===== config.mk =====
export PLATFORM = sky130hd
export DESIGN_NAME = miriscv_lsu_split
export DESIGN_NICKNAME = d
export VERILOG_FILES = /design/src/rtl/miriscv_lsu_split.sv
export SDC_FILE = /design/constraint.sdc
export NUM_CORES = 1
export LEC_CHECK = 0
export CORE_UTILIZATION = 46
export DETAILED_ROUTE_END_ITERATION = 12
export PLACE_DENSITY = 0.78
export SKIP_CTS_REPAIR_TIMING = 1
export SKIP_LAST_GASP = 1
export SLEW_MARGIN = 20
export SYNTH_ARGS = -nofsm -noshare
export SYNTH_HDL_FRONTEND = slang
export SYNTH_SLANG_ARGS = --single-unit

===== constraint.sdc =====
create_clock -name clk_i -period 1.8 [get_ports clk_i]
set_clock_uncertainty 0.15 [all_clocks]
set_input_delay 0.27 -clock clk_i [delete_from_list [all_inputs] [get_ports clk_i]]
set_output_delay 0.27 -clock clk_i [all_outputs]
set_load 0.05 [all_outputs]

===== src/rtl/miriscv_lsu_split.sv =====
// ==========================================================================
// miriscv_lsu_split : req/gnt/rvalid load/store unit with boundary splitting
// Revision: 1.0
// ==========================================================================
`default_nettype none

module miriscv_lsu_split #(
  parameter int DATA_W        = 32,
  parameter int ADDR_W        = 32,
  parameter bit MISALIGNED_EN = 1'b1
) (
  input  logic                clk_i,
  input  logic                arstn_i,
  input  logic [ADDR_W-1:0]   lsu_addr_i,
  input  logic                lsu_we_i,
  input  logic [2:0]          lsu_size_i,
  input  logic [31:0]         lsu_data_i,
  input  logic                lsu_req_i,
  output logic                lsu_stall_req_o,
  output logic [31:0]         lsu_data_o,
  output logic                lsu_fault_o,
  output logic                data_req_o,
  input  logic                data_gnt_i,
  input  logic                data_rvalid_i,
  input  logic [DATA_W-1:0]   data_rdata_i,
  output logic                data_we_o,
  output logic [DATA_W/8-1:0] data_be_o,
  output logic [ADDR_W-1:0]   data_addr_o,
  output logic [DATA_W-1:0]   data_wdata_o
);

  localparam int BYTES = DATA_W / 8;
  localparam int OFF_W = $clog2(BYTES);
  localparam int SUM_W = OFF_W + 2;

  localparam logic [2:0] LDST_B  = 3'b000;
  localparam logic [2:0] LDST_H  = 3'b001;
  localparam logic [2:0] LDST_W  = 3'b010;
  localparam logic [2:0] LDST_BU = 3'b100;
  localparam logic [2:0] LDST_HU = 3'b101;

  localparam logic [ADDR_W-1:0] BYTES_A = ADDR_W'(BYTES);

  typedef logic [SUM_W-1:0]    sum_t;
  typedef logic [2*BYTES-1:0]  wbe_t;
  typedef logic [2*DATA_W-1:0] wwd_t;

  typedef enum logic [2:0] {
    IDLE = 3'd0,
    REQ0 = 3'd1,
    RSP0 = 3'd2,
    REQ1 = 3'd3,
    RSP1 = 3'd4,
    DONE = 3'd5
  } state_t;

  state_t state, state_next;

  logic [ADDR_W-1:0] addr_q;
  logic              we_q;
  logic [2:0]        size_q;
  logic [31:0]       wdata_q;
  logic              split_q;
  logic              fault_q;
  logic [DATA_W-1:0] beat0_q;
  logic [31:0]       lsu_data_q;

  // Byte mask of the access before it is shifted into lanes; zero for illegal sizes.
  function automatic logic [3:0] size_mask(input logic [2:0] size);
    case (size)
      LDST_B, LDST_BU: size_mask = 4'b0001;
      LDST_H, LDST_HU: size_mask = 4'b0011;
      LDST_W:          size_mask = 4'b1111;
      default:         size_mask = 4'b0000;
    endcase
  endfunction

  function automatic logic [3:0] size_nbytes(input logic [2:0] size);
    case (size)
      LDST_B, LDST_BU: size_nbytes = 4'd1;
      LDST_H, LDST_HU: size_nbytes = 4'd2;
      LDST_W:          size_nbytes = 4'd4;
      default:         size_nbytes = 4'd0;
    endcase
  endfunction

  function automatic logic is_split(input logic [OFF_W-1:0] off, input logic [2:0] size);
    sum_t sum;
    sum      = sum_t'(off) + sum_t'(size_nbytes(size));
    is_split = (sum > sum_t'(BYTES));
  endfunction

  function automatic logic [31:0] assemble(input wwd_t wide, input logic [OFF_W-1:0] off,
                                           input logic [2:0] size);
    logic [31:0] raw;
    raw = 32'(wide >> {off, 3'b000});
    case (size)
      LDST_B:  assemble = {{24{raw[7]}}, raw[7:0]};
      LDST_BU: assemble = {24'h0, raw[7:0]};
      LDST_H:  assemble = {{16{raw[15]}}, raw[15:0]};
      LDST_HU: assemble = {16'h0, raw[15:0]};
      default: assemble = raw;
    endcase
  endfunction

  logic [OFF_W-1:0]  off_in, off_q;
  logic              split_in, fault_in;
  logic [ADDR_W-1:0] beat0_addr, beat1_addr;
  wbe_t              wide_be;
  wwd_t              wide_wd;

  assign off_in     = lsu_addr_i[OFF_W-1:0];
  assign off_q      = addr_q[OFF_W-1:0];
  assign split_in   = is_split(off_in, lsu_size_i);
  assign fault_in   = (size_nbytes(lsu_size_i) == 4'd0) || (split_in && !MISALIGNED_EN);

  assign beat0_addr = {addr_q[ADDR_W-1:OFF_W], {OFF_W{1'b0}}};
  assign beat1_addr = beat0_addr + BYTES_A;
  assign wide_be    = wbe_t'(size_mask(size_q)) << off_q;
  assign wide_wd    = wwd_t'(wdata_q) << {off_q, 3'b000};

  always_comb begin
    state_next   = state;
    data_req_o   = 1'b0;
    data_we_o    = 1'b0;
    data_be_o    = '0;
    data_addr_o  = '0;
    data_wdata_o = '0;
    case (state)
      IDLE: begin
        if (lsu_req_i) state_next = fault_in ? DONE : REQ0;
      end
      REQ0: begin
        data_req_o   = 1'b1;
        data_we_o    = we_q;
        data_be_o    = wide_be[BYTES-1:0];
        data_addr_o  = beat0_addr;
        data_wdata_o = wide_wd[DATA_W-1:0];
        if (data_gnt_i) begin
          if (!we_q)        state_next = RSP0;
          else if (split_q) state_next = REQ1;
          else              state_next = DONE;
        end
      end
      RSP0: begin
        if (data_rvalid_i) state_next = split_q ? REQ1 : DONE;
      end
      REQ1: begin
        data_req_o   = 1'b1;
        data_we_o    = we_q;
        data_be_o    = wide_be[2*BYTES-1:BYTES];
        data_addr_o  = beat1_addr;
        data_wdata_o = wide_wd[2*DATA_W-1:DATA_W];
        if (data_gnt_i) state_next = we_q ? DONE : RSP1;
      end
      RSP1: begin
        if (data_rvalid_i) state_next = DONE;
      end
      DONE:    state_next = IDLE;
      default: state_next = IDLE;
    endcase
  end

  always_ff @(posedge clk_i) begin
    if (!arstn_i) begin
      state      <= IDLE;
      addr_q     <= '0;
      we_q       <= 1'b0;
      size_q     <= 3'b000;
      wdata_q    <= '0;
      split_q    <= 1'b0;
      fault_q    <= 1'b0;
      beat0_q    <= '0;
      lsu_data_q <= '0;
    end else begin
      state <= state_next;
      case (state)
        IDLE: begin
          if (lsu_req_i) begin
            addr_q  <= lsu_addr_i;
            we_q    <= lsu_we_i;
            size_q  <= lsu_size_i;
            wdata_q <= lsu_data_i;
            split_q <= split_in;
            fault_q <= fault_in;
          end
        end
        RSP0: begin
          if (data_rvalid_i) begin
            beat0_q <= data_rdata_i;
            if (!split_q) lsu_data_q <= assemble(wwd_t'(data_rdata_i), off_q, size_q);
          end
        end
        RSP1: begin
          if (data_rvalid_i) lsu_data_q <= assemble({data_rdata_i, beat0_q}, off_q, size_q);
        end
        default: ;
      endcase
    end
  end

  assign lsu_stall_req_o = lsu_req_i && (state != DONE);
  assign lsu_fault_o     = (state == DONE) && fault_q;
  assign lsu_data_o      = lsu_data_q;

endmodule

`default_nettype wire

==> results of run 1 <==
-- kinds of logic after synthesis --
logic type | Yosys count
compound gates | 279
mux | 102
flops | 137
xor+xnor | 23
fa+ha+maj | 4
buf+inv | 99
simple gates | 430
other cells | 1
-- stage by stage --
stage	TNS, ns	utilization
after floorplan	-9.59	-
after global placement	-33.37	0.751
after detailed placement	-39.42	0.751
after CTS	-53.39	0.783
-- synthesized netlist by cell type (2+ instances only) --
cell type,instances
nand2b_1,10
inv_1,6
xnor2_1,9
o32a_1,2
o21a_1,2
nand3_1,9
or3_1,7
and2_1,8
a21oi_1,74
o221ai_1,8
nor3_1,15
nand4_1,10
and4_1,4
a21boi_0,102
and3_1,8
nand2_1,267
nor3b_1,3
a31oi_1,2
buf_1,7
o21ai_0,54
dfxtp_1,137
xor2_1,14
a2bb2oi_1,3
o22ai_1,11
mux2_2,5
clkbuf_1,52
o31ai_1,9
mux2i_1,59
buf_2,24
ha_1,3
a21o_1,2
nor2_1,71
mux4_2,38
nor2b_1,7
buf_6,3
nor4_1,2
buf_4,6
-- routing by layer --
metal,global-route usage,GRT overflow
met2,0.921,31
met3,0.548,0
met1,0.747,0
met5,0.0627,0
met4,0.787,25
==> flow_summary.toml, run 1 <==
[logic_synthesis]
syn_avg_cell_area_um2 = 8.02
synth-compound-area-share = 0.210
synth-xor-area-share = 0.0234
syn-instance-count = 1075
synthMuxAreaShare = 0.174
yosys.area_share.adder = 0.00667
synth.ff_latch_count = 137
synth_top_family_by_area = "simple AND/OR/NAND/NOR gates"
netlist_area_um2 = 8630
ys.flop_type = "dfxtp_1"
synth_simple_gate_area_frac = 0.215
ys_seq_area_frac = 0.318
synth_async_sr_flop_share = 0
synth_area_leaders = "dfxtp_1, nand2_1, mux4_2, a21boi_0, mux2i_1"
synth_warnings = 0
yosysTopAreaCell = "dfxtp_1"
ys_types = 59
synth_edf_count = 0
yosysTopAreaCellShare = 0.318

[placement]
place_congestion = 1.03
portBuffers = 206
placed_area_um2 = 13600
dp.cells = 1601
dp_slack_ns = -0.469
hpwlAfterDp_mm = 22.7

[outcome]
haltStage = "global routing (5_1_grt)"
status = "stopped before the end"
tool.error = "[ERROR GRT-0232] Routing congestion too high. Check the congestion heatmap in the GUI."

[global_routing]
antenna_found_initial = 7
grt_overflow = 56
grt_max_degree = 92
grt.total_usage = 0.737

[die]
io-pin-count = 209
fp.dieH_um = 139
die_x_um = 139
rows = 49
start_util = 0.475

[cts]
htree_levels = 4
cts_made_buffers = 17
cts_buffer_depth = 2
cts-root-buf = "clkbuf_16"
clock-sinks = 137

[timing]
endpoint_type = "primary output"
crit_endpoint = "data_addr_o[27]"
==> run 2, diff against run 1 <==
--- a/config.mk
+++ b/config.mk
@@ -5,9 +5,9 @@
 export SDC_FILE = /design/constraint.sdc
 export NUM_CORES = 1
 export LEC_CHECK = 0
-export CORE_UTILIZATION = 46
+export CORE_UTILIZATION = 40
 export DETAILED_ROUTE_END_ITERATION = 12
-export PLACE_DENSITY = 0.78
+export PLACE_DENSITY_LB_ADDON = 0.15
 export SKIP_CTS_REPAIR_TIMING = 1
 export SKIP_LAST_GASP = 1
 export SLEW_MARGIN = 20
==> constraint.sdc (replaced) <==
create_clock -name clk_i -period 2.35 [get_ports clk_i]
set_clock_uncertainty 0.15 [all_clocks]
set_input_delay 0.3525 -clock clk_i [delete_from_list [all_inputs] [get_ports clk_i]]
set_output_delay 0.3525 -clock clk_i [all_outputs]
set_load 0.05 [all_outputs]
==> flow_summary.toml, run 2 <==
[worst_setup_path]
worstSetupPathType = "reg -> out"
reg2reg_from = "state[1]$_SDFFE_PN0P_"
crit_required_ns = 1.85
ff2ff_setup_slack_ns = 0.10
worst-path-buf-inv = 3
r2r-end = "lsu_data_o[17]$_SDFFE_PN0P_"
startpoint = "addr_q[21]$_SDFFE_PN0P_"
crit_path_end = "data_addr_o[27]"
cp_slowest_stage_delay_ns = 0.35
worstSetupStartpointType = "register"
cp.arrival_ns = 2.18
cp-end-kind = "primary output"
worstPathMaxFanout = 5
cp.depth = 8
critPathSlowestCell = "dfxtp_2"
reg2regPathDepth = 7
crit_chain = "nand4_1 > nor2_1 > buf_4 > nand4_1 > buf_4 > or3_1 > a21oi_2 > buf_12"
crit_family = "simple AND/OR/NAND/NOR gates"

[timing]
min_period_over_period = 1.14
min_period_ns = 2.68
worst_pin_slew_ns = 0.726
finalMaxSlewViolations = 0
clock.fmax_mhz = 373
tns_ns = -5.37
rsz0062_at_grt = "true"
setup_viol = 38
hold_viol_final = 0
layout_setup_ws_ns = -0.334
maxSlewHeadroom = 0.515

[layout]
fin_cells = 1616
layout_commonest_cell = "nand2_1"
antenna_cells = 0
area_delta_synth_final_pct = 63.1
final_util = 0.667
design_area_um2 = 14100
nets = 1438
layout_common_cells = "nand2_1, clkdlybuf4s50_1, dfxtp_1, a21boi_0, buf_4"
drive_gt1_frac = 0.311

[logic_synthesis]
yosysTopAreaCellShare = 0.318
synth_warnings = 0
synth_top_family_by_area = "simple AND/OR/NAND/NOR gates"
synth.ff_latch_count = 137
synth.most_common_cell = "nand2_1"
ys_seq_area_frac = 0.318
synth-xor-area-share = 0.0234
synthMuxAreaShare = 0.174
yosysTopAreaCell = "dfxtp_1"
syn-instance-count = 1075
synth_simple_gate_area_frac = 0.215
synthTopCellsByCount = "nand2_1, dfxtp_1, a21boi_0, a21oi_1, nor2_1"
syn_avg_cell_area_um2 = 8.02
synth_area_leaders = "dfxtp_1, nand2_1, mux4_2, a21boi_0, mux2i_1"
ys_types = 59
ys.flop_type = "dfxtp_1"
synth_async_sr_flop_share = 0
synth-compound-area-share = 0.210
yosys.area_share.adder = 0.00667
netlist_area_um2 = 8630
synth_edf_count = 0

[routing]
post-route-drc-count = 0
vias = 9037
drtPass1Iterations = 5
vias_per_cell = 5.59
ant_nets = 0
drt-wirelength-per-cell_um = 18.8
drtIter0Drc = 516
routed_wl_mm = 30.4

[min_path]
hold_class = "in -> reg"

[global_routing]
grt_pass1_vias = 8526
grt.total_usage = 0.264
grt_overflow = 0
grt_pass1_wl_mm = 45.5
grt_max_degree = 105
antenna_found_initial = 0

[die]
io-pin-count = 209
rows = 53
start_util = 0.409
die_x_um = 149
fp.dieH_um = 149
coreArea_um2 = 21100
die_area_um2 = 22200

[placement]
placed_area_um2 = 12400
portBuffers = 206
hpwlAfterDp_mm = 20.6
dp.cells = 1552
place_congestion = 0.928

[run]
drv_cap = 0

[cts]
path_clk_slew_ns = 0.06
clock-sinks = 137
cts-root-buf = "clkbuf_16"
insertion_delay_ns = 0.43
htree_levels = 4
cts_made_buffers = 17
cts_buffer_depth = 2
cts_tree = "built"

[pwr]
powerDensity_nw_per_um2 = 765
p_leak_uw = 0.00515
vdd_ir_drop_max_mv = 0.477

[outcome]
violations = "negative setup slack"
status = "finished with violations"
## run 2: area by class of cell
type	count	area (um^2)
fill	1670	7020
multi-input combinational	841	6390
timing repair buffer	325	3910
sequential	137	2770
clock buffer	19	464
tap	275	344
clock inverter	12	163
inverter	7	30.0
## run 2: cell families (layout without fill, tap and decap cells)
logic type | count (synthesis) | count (layout)
AND/OR/NAND/NOR | 430 | 430
AO/OA/AOI/OAI | 279 | 280
flip-flops | 137 | 137
multiplexers | 102 | 102
buffers and inverters | 99 | 363
XOR/XNOR | 23 | 23
adder cells (fa/ha/maj) | 4 | 4
other | 1 | 2
## run 2: metal layers
metal / wire [um] / track usage / part of all wire
met5: 0 / 0 / 0
met3: 1770 / 0.0489 / 0.058
met2: 14700 / 0.432 / 0.49
met4: 1180 / 0.122 / 0.039
met1: 12700 / 0.338 / 0.42
## run 2: worst min path at each step
stage	end	cells past startpoint	startpoint
6_report	addr_q[21]$_SDFFE_PN0P_	2	arstn_i
5_1_grt	addr_q[24]$_SDFFE_PN0P_	2	arstn_i
4_1_cts	addr_q[24]$_SDFFE_PN0P_	2	arstn_i
3_5_place_dp	lsu_data_o[11]$_SDFFE_PN0P_	2	lsu_data_o[11]$_SDFFE_PN0P_
3_3_place_gp	lsu_data_o[9]$_SDFFE_PN0P_	2	lsu_data_o[9]$_SDFFE_PN0P_
2_1_floorplan	beat0_q[0]$_SDFFE_PN0P_	2	beat0_q[0]$_SDFFE_PN0P_
## run 2: metrics by stage
step	total power (uW)	hold WS (ns)	worst slack [ns]
after floorplan	5630	0.290	-0.0688
after global placement	7360	0.287	0.0188
after detailed placement	7410	0.297	-0.0448
after CTS	10300	0.171	-0.415
after global routing	11300	0.177	-0.462
final	10800	0.168	-0.334
## run 2: worst register-to-register path, cell delays in order, from the launching register on
cell	delay [ns]
dfxtp_4	0.36
buf_4	0.14
or3b_1	0.43
buf_4	0.22
a21oi_2	0.25
o311ai_2	0.30
a21oi_1	0.21
nor2_1	0.06
## run 2: where the power goes
| part | switching [uW] | leakage, uW | internal [uW] |
|---|---|---|---|
| sequential | 350 | 0.00112 | 2650 |
| combinational | 2790 | 0.00373 | 2090 |
| clock | 1110 | 0.000302 | 1770 |
No activity file was read; power rests on OpenSTA's default activity.
